## src/rtl/req_burst_if.sv

```systemverilog
// -----------------------------------------------------------------------------
// req_burst_if
// Bundles the per-agent burst handshake between four requesting agents / the
// grant arbiter and the req_burst_ctrl request stage.
//
// Parameters:
//   LEN_W   width of each burst length field
//
// Signals (N = 0..3):
//   start_N    agent -> ctrl   one-cycle burst start pulse
//   len_N      agent -> ctrl   beat count, sampled with start_N
//   gnt_N      arb   -> ctrl   grant for agent N
//   req_N      ctrl  -> arb    level request
//   beat_N     ctrl  -> agent  one cycle per granted beat
//   done_N     ctrl  -> agent  burst-complete pulse
//   busy_N     ctrl  -> agent  channel not idle
//   timeout_N  ctrl  -> agent  request abort pulse
//
// Modports:
//   master  agent/arbiter side (drives start, len, gnt)
//   slave   req_burst_ctrl side (drives req, beat, done, busy, timeout)
// -----------------------------------------------------------------------------
interface req_burst_if #(
  parameter int unsigned LEN_W = 4
);

  logic             start_0, start_1, start_2, start_3;
  logic [LEN_W-1:0] len_0, len_1, len_2, len_3;
  logic             gnt_0, gnt_1, gnt_2, gnt_3;

  logic             req_0, req_1, req_2, req_3;
  logic             beat_0, beat_1, beat_2, beat_3;
  logic             done_0, done_1, done_2, done_3;
  logic             busy_0, busy_1, busy_2, busy_3;
  logic             timeout_0, timeout_1, timeout_2, timeout_3;

  modport master (
    output start_0, start_1, start_2, start_3,
    output len_0, len_1, len_2, len_3,
    output gnt_0, gnt_1, gnt_2, gnt_3,
    input  req_0, req_1, req_2, req_3,
    input  beat_0, beat_1, beat_2, beat_3,
    input  done_0, done_1, done_2, done_3,
    input  busy_0, busy_1, busy_2, busy_3,
    input  timeout_0, timeout_1, timeout_2, timeout_3
  );

  modport slave (
    input  start_0, start_1, start_2, start_3,
    input  len_0, len_1, len_2, len_3,
    input  gnt_0, gnt_1, gnt_2, gnt_3,
    output req_0, req_1, req_2, req_3,
    output beat_0, beat_1, beat_2, beat_3,
    output done_0, done_1, done_2, done_3,
    output busy_0, busy_1, busy_2, busy_3,
    output timeout_0, timeout_1, timeout_2, timeout_3
  );

endinterface

```

## src/rtl/req_burst_ctrl.sv

```systemverilog
// -----------------------------------------------------------------------------
// req_burst_ctrl
// Upstream request stage for the 4-agent grant arbiter. Each agent posts a
// burst as a start pulse plus a beat count; the channel raises a level request,
// counts granted beats, drops the request after the last beat and then holds
// it low for GAP cycles before accepting another start. Channels are fully
// independent and share only clock and reset. All outputs are registered.
//
// Parameters:
//   LEN_W    width of burst length (max burst 2^LEN_W-1 beats)
//   GAP      request-low cycles after a burst before a new start (>= 1)
//   TIMEOUT  ungranted REQ cycles before abort (only with REQ_TIMEOUT_EN)
//
// Ports:
//   clock    rising-edge clock
//   reset    synchronous, active-high reset
//   bus      req_burst_if.slave: start/len/gnt in, req/beat/done/busy/timeout out
//
// Compile-time option:
//   REQ_TIMEOUT_EN  when defined, each channel aborts a request that waits
//                   TIMEOUT cycles without a first grant (timeout_N pulse).
//                   When undefined, REQ waits forever and timeout_N is 0.
// -----------------------------------------------------------------------------
module req_burst_ctrl #(
  parameter int unsigned LEN_W   = 4,
  parameter int unsigned GAP     = 2
`ifdef REQ_TIMEOUT_EN
  ,
  parameter int unsigned TIMEOUT = 16
`endif
) (
  input  logic       clock,
  input  logic       reset,
  req_burst_if.slave bus
);

  localparam int unsigned NumCh = 4;
  localparam int unsigned GapW  = $clog2(GAP + 1);
`ifdef REQ_TIMEOUT_EN
  localparam int unsigned WaitW = $clog2(TIMEOUT + 1);
`endif

  typedef enum logic [1:0] {
    StIdle,
    StReq,
    StXfer,
    StGap
  } state_e;

  // Interface fan-in to indexable vectors
  logic [NumCh-1:0] start_v;
  logic [NumCh-1:0] gnt_v;
  logic [LEN_W-1:0] len_v [NumCh];

  assign start_v  = {bus.start_3, bus.start_2, bus.start_1, bus.start_0};
  assign gnt_v    = {bus.gnt_3, bus.gnt_2, bus.gnt_1, bus.gnt_0};
  assign len_v[0] = bus.len_0;
  assign len_v[1] = bus.len_1;
  assign len_v[2] = bus.len_2;
  assign len_v[3] = bus.len_3;

  // Per-channel registered outputs, collected for the interface fan-out
  logic [NumCh-1:0] req_v;
  logic [NumCh-1:0] beat_v;
  logic [NumCh-1:0] done_v;
  logic [NumCh-1:0] busy_v;
  logic [NumCh-1:0] timeout_v;

  for (genvar c = 0; c < NumCh; c++) begin : g_ch
    state_e           state_q;
    logic [LEN_W-1:0] remaining_q;
    logic [GapW-1:0]  gap_q;
    logic             req_q;
    logic             beat_q;
    logic             done_q;
    logic             busy_q;
    logic             timeout_q;
`ifdef REQ_TIMEOUT_EN
    logic [WaitW-1:0] wait_q;
`endif

    always_ff @(posedge clock) begin
      if (reset) begin
        state_q     <= StIdle;
        remaining_q <= '0;
        gap_q       <= '0;
        req_q       <= 1'b0;
        beat_q      <= 1'b0;
        done_q      <= 1'b0;
        busy_q      <= 1'b0;
        timeout_q   <= 1'b0;
`ifdef REQ_TIMEOUT_EN
        wait_q      <= '0;
`endif
      end else begin
        // Pulse outputs default low every cycle
        beat_q    <= 1'b0;
        done_q    <= 1'b0;
        timeout_q <= 1'b0;

        case (state_q)
          StIdle: begin
            if (start_v[c]) begin
              if (len_v[c] != '0) begin
                state_q     <= StReq;
                remaining_q <= len_v[c];
                req_q       <= 1'b1;
                busy_q      <= 1'b1;
`ifdef REQ_TIMEOUT_EN
                wait_q      <= '0;
`endif
              end else begin
                // Zero-length burst completes without ever requesting
                done_q <= 1'b1;
              end
            end
          end

          StReq, StXfer: begin
            // start_v is deliberately ignored here: a busy channel keeps its burst
            if (gnt_v[c]) begin
              beat_q      <= 1'b1;
              remaining_q <= remaining_q - LEN_W'(1);
              if (remaining_q == LEN_W'(1)) begin
                done_q  <= 1'b1;
                req_q   <= 1'b0;
                state_q <= StGap;
                gap_q   <= GapW'(GAP);
              end else begin
                state_q <= StXfer;
              end
            end
`ifdef REQ_TIMEOUT_EN
            else if (state_q == StReq) begin
              // Only the wait for the first grant is bounded; XFER pauses are not
              if (wait_q == WaitW'(TIMEOUT - 1)) begin
                req_q       <= 1'b0;
                timeout_q   <= 1'b1;
                remaining_q <= '0;
                state_q     <= StGap;
                gap_q       <= GapW'(GAP);
              end else begin
                wait_q <= wait_q + WaitW'(1);
              end
            end
`endif
          end

          StGap: begin
            // Late grants from the registered arbiter land here and are dropped
            gap_q <= gap_q - GapW'(1);
            if (gap_q == GapW'(1)) begin
              state_q <= StIdle;
              busy_q  <= 1'b0;
            end
          end

          default: begin
            state_q <= StIdle;
            req_q   <= 1'b0;
            busy_q  <= 1'b0;
          end
        endcase
      end
    end

    assign req_v[c]     = req_q;
    assign beat_v[c]    = beat_q;
    assign done_v[c]    = done_q;
    assign busy_v[c]    = busy_q;
    assign timeout_v[c] = timeout_q;
  end

  assign bus.req_0     = req_v[0];
  assign bus.req_1     = req_v[1];
  assign bus.req_2     = req_v[2];
  assign bus.req_3     = req_v[3];
  assign bus.beat_0    = beat_v[0];
  assign bus.beat_1    = beat_v[1];
  assign bus.beat_2    = beat_v[2];
  assign bus.beat_3    = beat_v[3];
  assign bus.done_0    = done_v[0];
  assign bus.done_1    = done_v[1];
  assign bus.done_2    = done_v[2];
  assign bus.done_3    = done_v[3];
  assign bus.busy_0    = busy_v[0];
  assign bus.busy_1    = busy_v[1];
  assign bus.busy_2    = busy_v[2];
  assign bus.busy_3    = busy_v[3];
  assign bus.timeout_0 = timeout_v[0];
  assign bus.timeout_1 = timeout_v[1];
  assign bus.timeout_2 = timeout_v[2];
  assign bus.timeout_3 = timeout_v[3];

endmodule

```

## src/flat_wrapper.sv

```systemverilog
// flat-port wrapper written by rule: the top's interface ports become plain ports
module req_burst_ctrl_flat 
#(
  parameter int unsigned LEN_W   = 4,
  parameter int unsigned GAP     = 2

)
  (clock, reset, bus_start_0, bus_start_1, bus_start_2, bus_start_3, bus_len_0, bus_len_1, bus_len_2, bus_len_3, bus_gnt_0, bus_gnt_1, bus_gnt_2, bus_gnt_3, bus_req_0, bus_req_1, bus_req_2, bus_req_3, bus_beat_0, bus_beat_1, bus_beat_2, bus_beat_3, bus_done_0, bus_done_1, bus_done_2, bus_done_3, bus_busy_0, bus_busy_1, bus_busy_2, bus_busy_3, bus_timeout_0, bus_timeout_1, bus_timeout_2, bus_timeout_3);
  req_burst_if #(.LEN_W(LEN_W)) bus_i ();
  input  logic clock;
  input  logic reset;
  input wire logic [$bits(bus_i.start_0)-1:0] bus_start_0;
  input wire logic [$bits(bus_i.start_1)-1:0] bus_start_1;
  input wire logic [$bits(bus_i.start_2)-1:0] bus_start_2;
  input wire logic [$bits(bus_i.start_3)-1:0] bus_start_3;
  input wire logic [$bits(bus_i.len_0)-1:0] bus_len_0;
  input wire logic [$bits(bus_i.len_1)-1:0] bus_len_1;
  input wire logic [$bits(bus_i.len_2)-1:0] bus_len_2;
  input wire logic [$bits(bus_i.len_3)-1:0] bus_len_3;
  input wire logic [$bits(bus_i.gnt_0)-1:0] bus_gnt_0;
  input wire logic [$bits(bus_i.gnt_1)-1:0] bus_gnt_1;
  input wire logic [$bits(bus_i.gnt_2)-1:0] bus_gnt_2;
  input wire logic [$bits(bus_i.gnt_3)-1:0] bus_gnt_3;
  output wire logic [$bits(bus_i.req_0)-1:0] bus_req_0;
  output wire logic [$bits(bus_i.req_1)-1:0] bus_req_1;
  output wire logic [$bits(bus_i.req_2)-1:0] bus_req_2;
  output wire logic [$bits(bus_i.req_3)-1:0] bus_req_3;
  output wire logic [$bits(bus_i.beat_0)-1:0] bus_beat_0;
  output wire logic [$bits(bus_i.beat_1)-1:0] bus_beat_1;
  output wire logic [$bits(bus_i.beat_2)-1:0] bus_beat_2;
  output wire logic [$bits(bus_i.beat_3)-1:0] bus_beat_3;
  output wire logic [$bits(bus_i.done_0)-1:0] bus_done_0;
  output wire logic [$bits(bus_i.done_1)-1:0] bus_done_1;
  output wire logic [$bits(bus_i.done_2)-1:0] bus_done_2;
  output wire logic [$bits(bus_i.done_3)-1:0] bus_done_3;
  output wire logic [$bits(bus_i.busy_0)-1:0] bus_busy_0;
  output wire logic [$bits(bus_i.busy_1)-1:0] bus_busy_1;
  output wire logic [$bits(bus_i.busy_2)-1:0] bus_busy_2;
  output wire logic [$bits(bus_i.busy_3)-1:0] bus_busy_3;
  output wire logic [$bits(bus_i.timeout_0)-1:0] bus_timeout_0;
  output wire logic [$bits(bus_i.timeout_1)-1:0] bus_timeout_1;
  output wire logic [$bits(bus_i.timeout_2)-1:0] bus_timeout_2;
  output wire logic [$bits(bus_i.timeout_3)-1:0] bus_timeout_3;
  assign bus_i.start_0 = bus_start_0;
  assign bus_i.start_1 = bus_start_1;
  assign bus_i.start_2 = bus_start_2;
  assign bus_i.start_3 = bus_start_3;
  assign bus_i.len_0 = bus_len_0;
  assign bus_i.len_1 = bus_len_1;
  assign bus_i.len_2 = bus_len_2;
  assign bus_i.len_3 = bus_len_3;
  assign bus_i.gnt_0 = bus_gnt_0;
  assign bus_i.gnt_1 = bus_gnt_1;
  assign bus_i.gnt_2 = bus_gnt_2;
  assign bus_i.gnt_3 = bus_gnt_3;
  assign bus_req_0 = bus_i.req_0;
  assign bus_req_1 = bus_i.req_1;
  assign bus_req_2 = bus_i.req_2;
  assign bus_req_3 = bus_i.req_3;
  assign bus_beat_0 = bus_i.beat_0;
  assign bus_beat_1 = bus_i.beat_1;
  assign bus_beat_2 = bus_i.beat_2;
  assign bus_beat_3 = bus_i.beat_3;
  assign bus_done_0 = bus_i.done_0;
  assign bus_done_1 = bus_i.done_1;
  assign bus_done_2 = bus_i.done_2;
  assign bus_done_3 = bus_i.done_3;
  assign bus_busy_0 = bus_i.busy_0;
  assign bus_busy_1 = bus_i.busy_1;
  assign bus_busy_2 = bus_i.busy_2;
  assign bus_busy_3 = bus_i.busy_3;
  assign bus_timeout_0 = bus_i.timeout_0;
  assign bus_timeout_1 = bus_i.timeout_1;
  assign bus_timeout_2 = bus_i.timeout_2;
  assign bus_timeout_3 = bus_i.timeout_3;
  req_burst_ctrl #(.LEN_W(LEN_W), .GAP(GAP)) u_core (.clock(clock), .reset(reset), .bus(bus_i));
endmodule
```

## config.mk

```make
export PLATFORM = sky130hd
export DESIGN_NAME = req_burst_ctrl_flat
export DESIGN_NICKNAME = d
export VERILOG_FILES = /design/src/rtl/req_burst_if.sv /design/src/rtl/req_burst_ctrl.sv /design/src/flat_wrapper.sv
export SDC_FILE = /design/constraint.sdc
export NUM_CORES = 1
export LEC_CHECK = 0
export ABC_CLOCK_PERIOD_IN_PS = 4800
export BUFFER_PORTS_ARGS = -buffer_cell sky130_fd_sc_hd__clkbuf_2
export CORE_ASPECT_RATIO = 0.7
export CORE_MARGIN = 2
export CORE_UTILIZATION = 30
export DETAILED_ROUTE_END_ITERATION = 6
export PLACE_DENSITY = 0.48
export SKIP_LAST_GASP = 1
export SLEW_MARGIN = 20
export SYNTH_ARGS = -nofsm -noshare
export SYNTH_HDL_FRONTEND = slang
export SYNTH_SLANG_ARGS = --single-unit
```

## constraint.sdc

```tcl
create_clock -name clock -period 4.8 [get_ports clock]
set_clock_uncertainty 0.15 [all_clocks]
set_input_delay 0.48 -clock clock [delete_from_list [all_inputs] [get_ports clock]]
set_output_delay 0.48 -clock clock [all_outputs]
set_load 0.01 [all_outputs]
```

# [Word-level counts from Yosys, hierarchy flattened]
# Index checks and enable logic that the tools add are counted.
[op_classes] eq_ne=40 bitwise_logic=4 reduce_logical=48 add_sub_neg=8 mux=104
[ops] op="$mux W2" count=24
[ops] op="$mux W4" count=12
[ops] op="$reduce_and A4 Y1" count=12
[ops] op="$mux W1" count=44
[ops] op="$pmux W4 S2" count=4
[ops] op="$ne A2 B1 Y1 const B" count=12
[ops] op="$pmux W1 S2" count=12
[ops] op="$pmux W2 S3" count=4
[ops] op="$reduce_bool A2 Y1" count=12
[ops] op="$reduce_and A5 Y1" count=4
[ops] op="$eq A2 B1 Y1 const B" count=8
[ops] op="$eq A2 B2 Y1 const B" count=8
[ops] op="$eq A4 B1 Y1 const B" count=4
[ops] op="$ne A2 B2 Y1 const B" count=8
[ops] op="$pmux W2 S2" count=4
[ops] op="$reduce_bool A4 Y1" count=4
[ops] op="$reduce_or A2 Y1" count=8
[ops] op="$sub A4 B1 Y4 const B" count=4
[ops] op="$reduce_and A3 Y1" count=4
[ops] op="$logic_not A2 Y1" count=4
[ops] op="$sub A2 B1 Y2 const B" count=4
[ops] op="$not A1 Y1" count=4
[totals] output_inout_bits=20 elab_cells=232 reg_bits=48 input_bits=26

# [Depth between registers and ports, before layout]
# Gate-level depths: netlist of run 1.
[logic_depth] word_depth=4 depth_mapped=8 mapped_depth_nobuf=6

# [Least setup slack after synthesis of run 1]
# No wires, ideal clock.
[synth_path] kind="register to register" from="register u_core.g_ch[1].state_q[0]" to="register u_core.g_ch[1].remaining_q[2]" arrival_ps=1556 setup_time_ps=117 n_path_buf=1 path_stages_with_launch=8 setup_slack_ps=2977 t_required_ps=4533 period_less_slack_ps=1823 cell_sequence="dfxtp_1 > inv_1 > ha_1 > buf_2 > nor2_1 > a211oi_4 > o21ai_2 > a32o_1"
[synth_between] elab_chain_cells=4 elab_cells_between_ends=10 classes_between="eq/ne: 5; mux: 1; reduce/logical: 4"
[synth_lines] item="from (decl)" line_no="req_burst_ctrl.sv:70" text="state_e state_q;"
[synth_lines] item="from (signal assigned)" line_no="req_burst_ctrl.sv:84" text="state_q <= StIdle;"
[synth_lines] item="from (signal assigned)" line_no="req_burst_ctrl.sv:105" text="state_q <= StReq;"
[synth_lines] item="from (signal assigned)" line_no="req_burst_ctrl.sv:127" text="state_q <= StGap;"
[synth_lines] item="$eq A2 B1 Y1 / $eq A2 B2 Y1 (equally long branches)" line_no="req_burst_ctrl.sv:101" text="case (state_q)"
[synth_lines] item="$reduce_or A2 Y1" line_no="req_burst_ctrl.sv:101"
[synth_lines] item="$ne A2 B2 Y1 (no line) / $reduce_bool A2 Y1 (equally long branches)"
[synth_lines] item="$reduce_and A4 Y1 (no line)"
[synth_lines] item="to (signal assigned)" line_no="req_burst_ctrl.sv:106" text="remaining_q <= len_v[c];"
[synth_lines] item="to (signal assigned)" line_no="req_burst_ctrl.sv:123" text="remaining_q <= remaining_q - LEN_W'(1);"
[synth_lines] item="to (decl)" line_no="req_burst_ctrl.sv:71" text="logic [LEN_W-1:0] remaining_q;"
# Parallel ways exist; a longest one is shown, timed or not.
# A chain may end at the register's enable or synchronous reset.

# [Worst setup path after layout of run 1]
[layout_path] from="register u_core.g_ch[3].state_q[0]" to="register u_core.g_ch[3].remaining_q[2]"
[layout_between] elab_chain_cells=4 elab_cells_between_ends=10 classes_between="eq/ne: 5; mux: 1; reduce/logical: 4"
[layout_lines] item="from (decl)" line_no="req_burst_ctrl.sv:70"
[layout_lines] item="from (signal assigned)" line_no="req_burst_ctrl.sv:84"
[layout_lines] item="from (signal assigned)" line_no="req_burst_ctrl.sv:105"
[layout_lines] item="from (signal assigned)" line_no="req_burst_ctrl.sv:127"
[layout_lines] item="$eq A2 B1 Y1 / $eq A2 B2 Y1 (equally long branches)" line_no="req_burst_ctrl.sv:101"
[layout_lines] item="$reduce_or A2 Y1" line_no="req_burst_ctrl.sv:101"
[layout_lines] item="$ne A2 B2 Y1 (no line) / $reduce_bool A2 Y1 (equally long branches)"
[layout_lines] item="$reduce_and A4 Y1 (no line)"
[layout_lines] item="to (signal assigned)" line_no="req_burst_ctrl.sv:106"
[layout_lines] item="to (signal assigned)" line_no="req_burst_ctrl.sv:123"
[layout_lines] item="to (decl)" line_no="req_burst_ctrl.sv:71"
# Parallel ways exist; a longest one is shown, timed or not.

==> results.json, run 1 <==
{
  "ant_nets": 0,
  "yosys.cell_types.count": 53,
  "setup_tns_ns": 0,
  "endpoint_kind": "flop",
  "wl_per_cell_um": 13.5,
  "critPathArrivalTime_ns": 2.18,
  "powerDensity_nw_per_um2": 607,
  "routed_wl_um": 6670,
  "hold_class": "flop to flop",
  "antenna_found_initial": 0,
  "cts_tree": "done",
  "ys_ff_latch": 48,
  "yosysTopAreaCell": "dfxtp_1",
  "worst_skew_pair.late_latency_ns": 0.28,
  "place_ws_ns": 2.40,
  "grt_pass1_vias": 2252,
  "syn_to_final_growth_pct": 14.7,
  "worst_slew_pin_slew_ns": 0.954,
  "cts-root-buf": "clkbuf_16",
  "initialDrtViolationCount": 155,
  "pin_count": 46,
  "cts_resized": 0,
  "yosysWarnings": 0,
  "synth-seq-area-share_pct": 33.2,
  "max-slew-margin-rel_pct": 36.4,
  "synth_top_area_share_pct": 33.2,
  "p_leak_nw": 1.38,
  "die_x_um": 121,
  "dieArea_um2": 10500,
  "yosys-top-cells-area": "dfxtp_1 (33%), ha_1 (9.5%), a21oi_1 (4.7%)",
  "synth-edff-count": 0,
  "final_layout_size_suffix_gt1_share_pct": 18.6,
  "portBuffers": 41,
  "setup_violations": 0,
  "max_freq_mhz": 454,
  "grt_max_degree": 44,
  "synth.most_common_cell": "dfxtp_1",
  "clkSinkCount": 48,
  "groute.usage.overall_pct": 13.0,
  "drc": 0,
  "start_util_pct": 31.4,
  "htree_levels": 2,
  "post_cts_buffers": 0,
  "report.final.slew_viol_count": 0,
  "drtPass1Iterations": 4,
  "synthCells": 338,
  "outcome": "finished, final reports clean",
  "core_um2": 9220,
  "ys.flop_type": "dfxtp_1",
  "placementRows": 29,
  "worstPathRequired_ns": 4.78,
  "via_per_inst": 4.96,
  "n_antenna_cell": 0,
  "grt_first_pass_wirelength_um": 10900,
  "synthTopCellsByCount": "dfxtp_1 (48), nor2_1 (31), inv_1 (28), a21oi_1 (27), nand2_1 (25)",
  "gp_congestion": 0.745,
  "cts_made_buffers": 5,
  "rsz0062_at_grt": "no",
  "ir_drop_mv": 0.178,
  "syn_avg_cell_area_um2": 8.56,
  "routed-via-count": 2456,
  "cts.path.max_buffers": 2,
  "maxCapViolations": 0,
  "clk_pin_slew_worst_paths_ns": 0.06,
  "finalCritPeriodShare_pct": 45.9,
  "crit_type": "flop to flop",
  "ys_async_sr_fraction_pct": 0,
  "hold_violations": 0,
  "worst_slack_ns": 2.60,
  "period_minus_slack_ns": 2.20,
  "die_h_um": 86.2,
  "place.detailed.hpwl_um": 4870,
  "nNetsFinal": 418,
  "cts_hold_buffers": 0,
  "grt_overflow": 0,
  "startpoint_type": "flop",
  "crit_path_max_fanout": 14,
  "syn-cell-area_um2": 2890
}
## placed cells by master, fill, tap and decap left out, drive strengths merged, types with 3 or more instances in the layout
cell,n
clkinv,3
nand2,25
or3,4
a311oi,6
nor4,5
nand3,6
a211oi,20
and2,5
dfxtp,48
o22ai,3
nor2,31
a2111oi,4
or2,4
clkbuf,49
o21ai,12
nor2b,12
inv,28
a21o,4
nor3,5
mux2i,9
o41ai,5
conb,4
o31ai,4
and3,3
a21oi,29
ha,22
## metrics by stage
step                      area, um2  utilization (%)  hold slack (ns)  cells  total power, mW
after global placement         3170             34.4            0.313    487             1.65
final                          3320             36.0            0.317    495             2.01
after detailed placement       3170             34.4            0.309    487             1.66
after CTS                      3320             36.0            0.319    495             2.03
after floorplan                2910                -            0.295    341             1.43
after global routing           3320             36.0            0.337    495             2.19
## path summary, 6_finish.rpt
path / startpoint / to / slack [ns] / depth (start not counted)
setup reg to reg: u_core.g_ch[3].state_q[0] / u_core.g_ch[3].remaining_q[2] / 2.60 / 6
setup / recovery: u_core.g_ch[3].state_q[0] / u_core.g_ch[3].remaining_q[2] / 2.60 / 6
hold / removal: u_core.bus.req_0 / u_core.bus.req_0 / 0.32 / 2
hold reg to reg: u_core.bus.req_0 / u_core.bus.req_0 / 0.32 / 2
## sequential cells by signal, indices dropped and copies added (netlist names)
| register | count |
|---|---|
| u_core.bus.busy_3 | 1 |
| u_core.bus.req_3 | 1 |
| u_core.bus.done_1 | 1 |
| u_core.g_ch.remaining_q | 16 |
| u_core.bus.req_1 | 1 |
| u_core.bus.beat_2 | 1 |
| u_core.bus.busy_2 | 1 |
| u_core.bus.busy_1 | 1 |
| u_core.g_ch.gap_q | 8 |
| u_core.bus.beat_1 | 1 |
| u_core.bus.done_3 | 1 |
| u_core.bus.req_0 | 1 |
| u_core.bus.done_0 | 1 |
| u_core.bus.done_2 | 1 |
| u_core.bus.req_2 | 1 |
| u_core.bus.busy_0 | 1 |
| u_core.bus.beat_3 | 1 |
| u_core.bus.beat_0 | 1 |
| u_core.g_ch.state_q | 8 |
## routing by layer
| layer | routed length [um] | track usage (%) |
|---|---|---|
| met5 | 0 | 0 |
| met4 | 31 | 2.51 |
| met3 | 343 | 3.42 |
| met2 | 2650 | 18.5 |
| met1 | 3650 | 19.7 |
## power breakdown
part	switching (mW)	leakage, nW	internal, mW
sequential	0.0942	0.395	0.524
clock	0.148	0.0712	0.208
combinational	0.606	0.916	0.433
## critical path, stage by stage (launching register included)
cell and delay [ns]:
dfxtp_1 0.40, inv_1 0.06, ha_1 0.55, mux2i_1 0.20, a21oi_2 0.37, mux2i_1 0.23
a21oi_1 0.08
## kinds of logic (layout without fill, tap and decap cells)
| kind of cell | count (synthesis) | in the layout | synth area share, % |
|---|---|---|---|
| buffers and inverters | 50 | 80 | 7.26 |
| other | 1 | 4 | 0.130 |
| muxes | 10 | 10 | 3.50 |
| AOI/OAI and AO/OA | 98 | 98 | 26.9 |
| and+or+nand+nor | 108 | 108 | 19.2 |
| DFF | 48 | 48 | 33.2 |
| xor gates and xnor gates | 1 | 1 | 0.303 |
| adders and majority gates | 22 | 22 | 9.51 |
## final cells by class
cell class	instances	area, um2
fill	979	5900
multi-input combinational	243	1730
sequential	48	961
timing repair buffer	41	205
tap	124	155
clock buffer	8	146
inverter	31	116
No activity file was read; power rests on OpenSTA's default activity.
==> run 2, diff against run 1 <==
Settings changed: ABC_CLOCK_PERIOD_IN_PS 4800 to 1900, PLACE_DENSITY 0.48 to 0.49.
Clock period 4.8 ns to 1.9 ns, I/O delays scaled along.
==> run 2 against run 1 <==
Against the previous run: worst hold slack worse by 0.27 ns; count of clock-buffer cells in the layout is 2 lower; global-route usage is 0.16 points higher; combinational power grew to 3.1 times the previous value; register-to-register slack worse by 2.5 ns; core utilization is 3.1 points higher; critical endpoint is now u_core.g_ch[0].remaining_q[1]; final area is 8.7% higher; die area stayed put; fmax is 24% higher.
==> results.json, run 2 (synthesis gave the netlist of run 1 again) <==
{
  "outcome": "finished, final reports clean",
  "hold_depth": 3,
  "setup_tns_ns": 0,
  "n_antenna_cell": 0,
  "wl_per_cell_um": 13.1,
  "p_leak_nw": 1.53,
  "worst_skew_pair.late_latency_ns": 0.28,
  "dieArea_um2": 10500,
  "hold_class": "primary input to flop",
  "largest_registers": "u_core.g_ch.remaining_q x16, u_core.g_ch.gap_q x8, u_core.g_ch.state_q x8",
  "postLayoutCoreUtil_pct": 39.1,
  "cts-root-buf": "clkbuf_16",
  "layout_common_cells": "dfxtp_1 (47), clkbuf_2 (41), nor2_1 (31), inv_1 (28), a21oi_1 (27)",
  "report.final.slew_viol_count": 0,
  "timing.hold.ws_ns": 0.0501,
  "portBuffers": 41,
  "grt_pass1_vias": 2300,
  "min_to": "u_core.bus.done_3",
  "ir_drop_mv": 0.523,
  "crit_type": "flop to flop",
  "die_x_um": 121,
  "core_um2": 9220,
  "worstPathRequired_ns": 1.93,
  "final_common_cell": "dfxtp_1",
  "grt_max_degree": 18,
  "syn_to_final_growth_pct": 24.6,
  "startpoint_type": "flop",
  "nNetsFinal": 446,
  "r2r-end": "u_core.g_ch[0].remaining_q[1]",
  "max_freq_mhz": 562,
  "grt_first_pass_wirelength_um": 11100,
  "cts_tree": "done",
  "regMostFlops": "u_core.g_ch.remaining_q",
  "drtPass1Iterations": 4,
  "r2r_setup_slack_ns": 0.12,
  "setup_violations": 0,
  "crit_path_max_fanout": 4,
  "reg2regPathDepth": 6,
  "pin_count": 46,
  "place.detailed.hpwl_um": 5090,
  "final_layout_size_suffix_gt1_share_pct": 27.4,
  "groute.usage.overall_pct": 13.2,
  "fillCellCount": 959,
  "htree_levels": 2,
  "gp_congestion": 0.809,
  "holdCritStartpoint": "bus_start_3",
  "routed_wl_um": 6820,
  "dp_cells": 515,
  "via_per_inst": 4.91,
  "powerDensity_nw_per_um2": 1570,
  "placementRows": 29,
  "cts_hold_buffers": 0,
  "cts.path.max_buffers": 2,
  "drc": 0,
  "r2r_start": "u_core.g_ch[0].state_q[0]",
  "largest_register_ff_count": 16,
  "final_cells": 522,
  "maxCapViolations": 0,
  "routed-via-count": 2563,
  "clk_pin_slew_worst_paths_ns": 0.07,
  "ant_nets": 0,
  "period_minus_slack_ns": 1.78,
  "hold_violations": 0,
  "start_util_pct": 31.4,
  "clkSinkCount": 48,
  "finalCritPeriodShare_pct": 93.7,
  "antenna_found_initial": 0,
  "critPathArrivalTime_ns": 1.81,
  "die_h_um": 86.2,
  "grt_overflow": 0,
  "endpoint_kind": "flop",
  "worst_slack_ns": 0.119,
  "initialDrtViolationCount": 99,
  "place_ws_ns": 0.0729,
  "cts_made_buffers": 5
}
[run 2: cell count changes in the layout (fill, tap and decap cells not counted), sizes merged]
cell | before | now
clkbuf | 49 | 47
clkinvlp | 0 | 1
buf | 0 | 28
[run 2: what timing repair did]
item | in CTS | in global routing
buffers inserted | 0 | 0
hold endpoints to repair | 0 | 0
setup endpoints to repair | 0 | 20
resized for setup | 0 | 20
[run 2: final cells by class]
type | count | area [um2] | share of cell area, %
Clock inverter | 1 | 5.00 | 0.139
Tap cell | 124 | 155 | 4.30
Inverter | 31 | 120 | 3.33
Multi-Input combinational cell | 243 | 1810 | 50.2
Clock buffer | 6 | 129 | 3.57
Timing Repair Buffer | 69 | 423 | 11.7
Sequential cell | 48 | 962 | 26.7
[run 2: layer usage]
metal / GRT usage (%) / up-vias / wire, um
met3: 3.03 / 4 / 258
met5: 0 / - / 0
li1: - / 1323 / -
met2: 17.4 / 44 / 2670
met1: 20.9 / 1192 / 3850
met4: 3.45 / 0 / 40
[run 2: how the worst max path moves through the flow]
| stage | start | endpoint | slack (ns) | cells after the start |
|---|---|---|---|---|
| after global placement | u_core.g_ch[1].state_q[0] | u_core.g_ch[1].remaining_q[3] | 0.09 | 7 |
| after CTS | u_core.g_ch[3].state_q[0] | u_core.g_ch[3].remaining_q[3] | 0.06 | 6 |
| final | u_core.g_ch[0].state_q[0] | u_core.g_ch[0].remaining_q[1] | 0.12 | 6 |
| after detailed placement | u_core.g_ch[3].state_q[0] | u_core.g_ch[3].remaining_q[3] | 0.07 | 6 |
| after floorplan | u_core.g_ch[1].state_q[0] | u_core.g_ch[1].remaining_q[2] | 0.08 | 7 |
| after global routing | u_core.g_ch[0].state_q[0] | u_core.g_ch[0].remaining_q[1] | -0.0006 | 6 |
[run 2: critical path, stage by stage, from the launching register on]
cell	delay [ns]
dfxtp_1	0.35
inv_1	0.05
ha_1	0.32
nor2b_1	0.21
a211oi_2	0.31
mux2i_1	0.23
nor2_1	0.05
[run 2: stage by stage]
step | cell area, um2 | power (mW)
floorplan | 2910 | 3.61
CTS | 3520 | 5.46
finish | 3610 | 5.66
global placement | 3380 | 4.56
detailed placement | 3380 | 4.55
global route | 3610 | 6.16
[run 2: report_power, final]
group / switching, mW / internal (mW) / leakage [nW]
registers: 0.209 / 1.32 / 0.395
clock network: 0.377 / 0.480 / 0.0667
logic: 1.72 / 1.54 / 1.07
total: 2.31 / 3.35 / 1.53
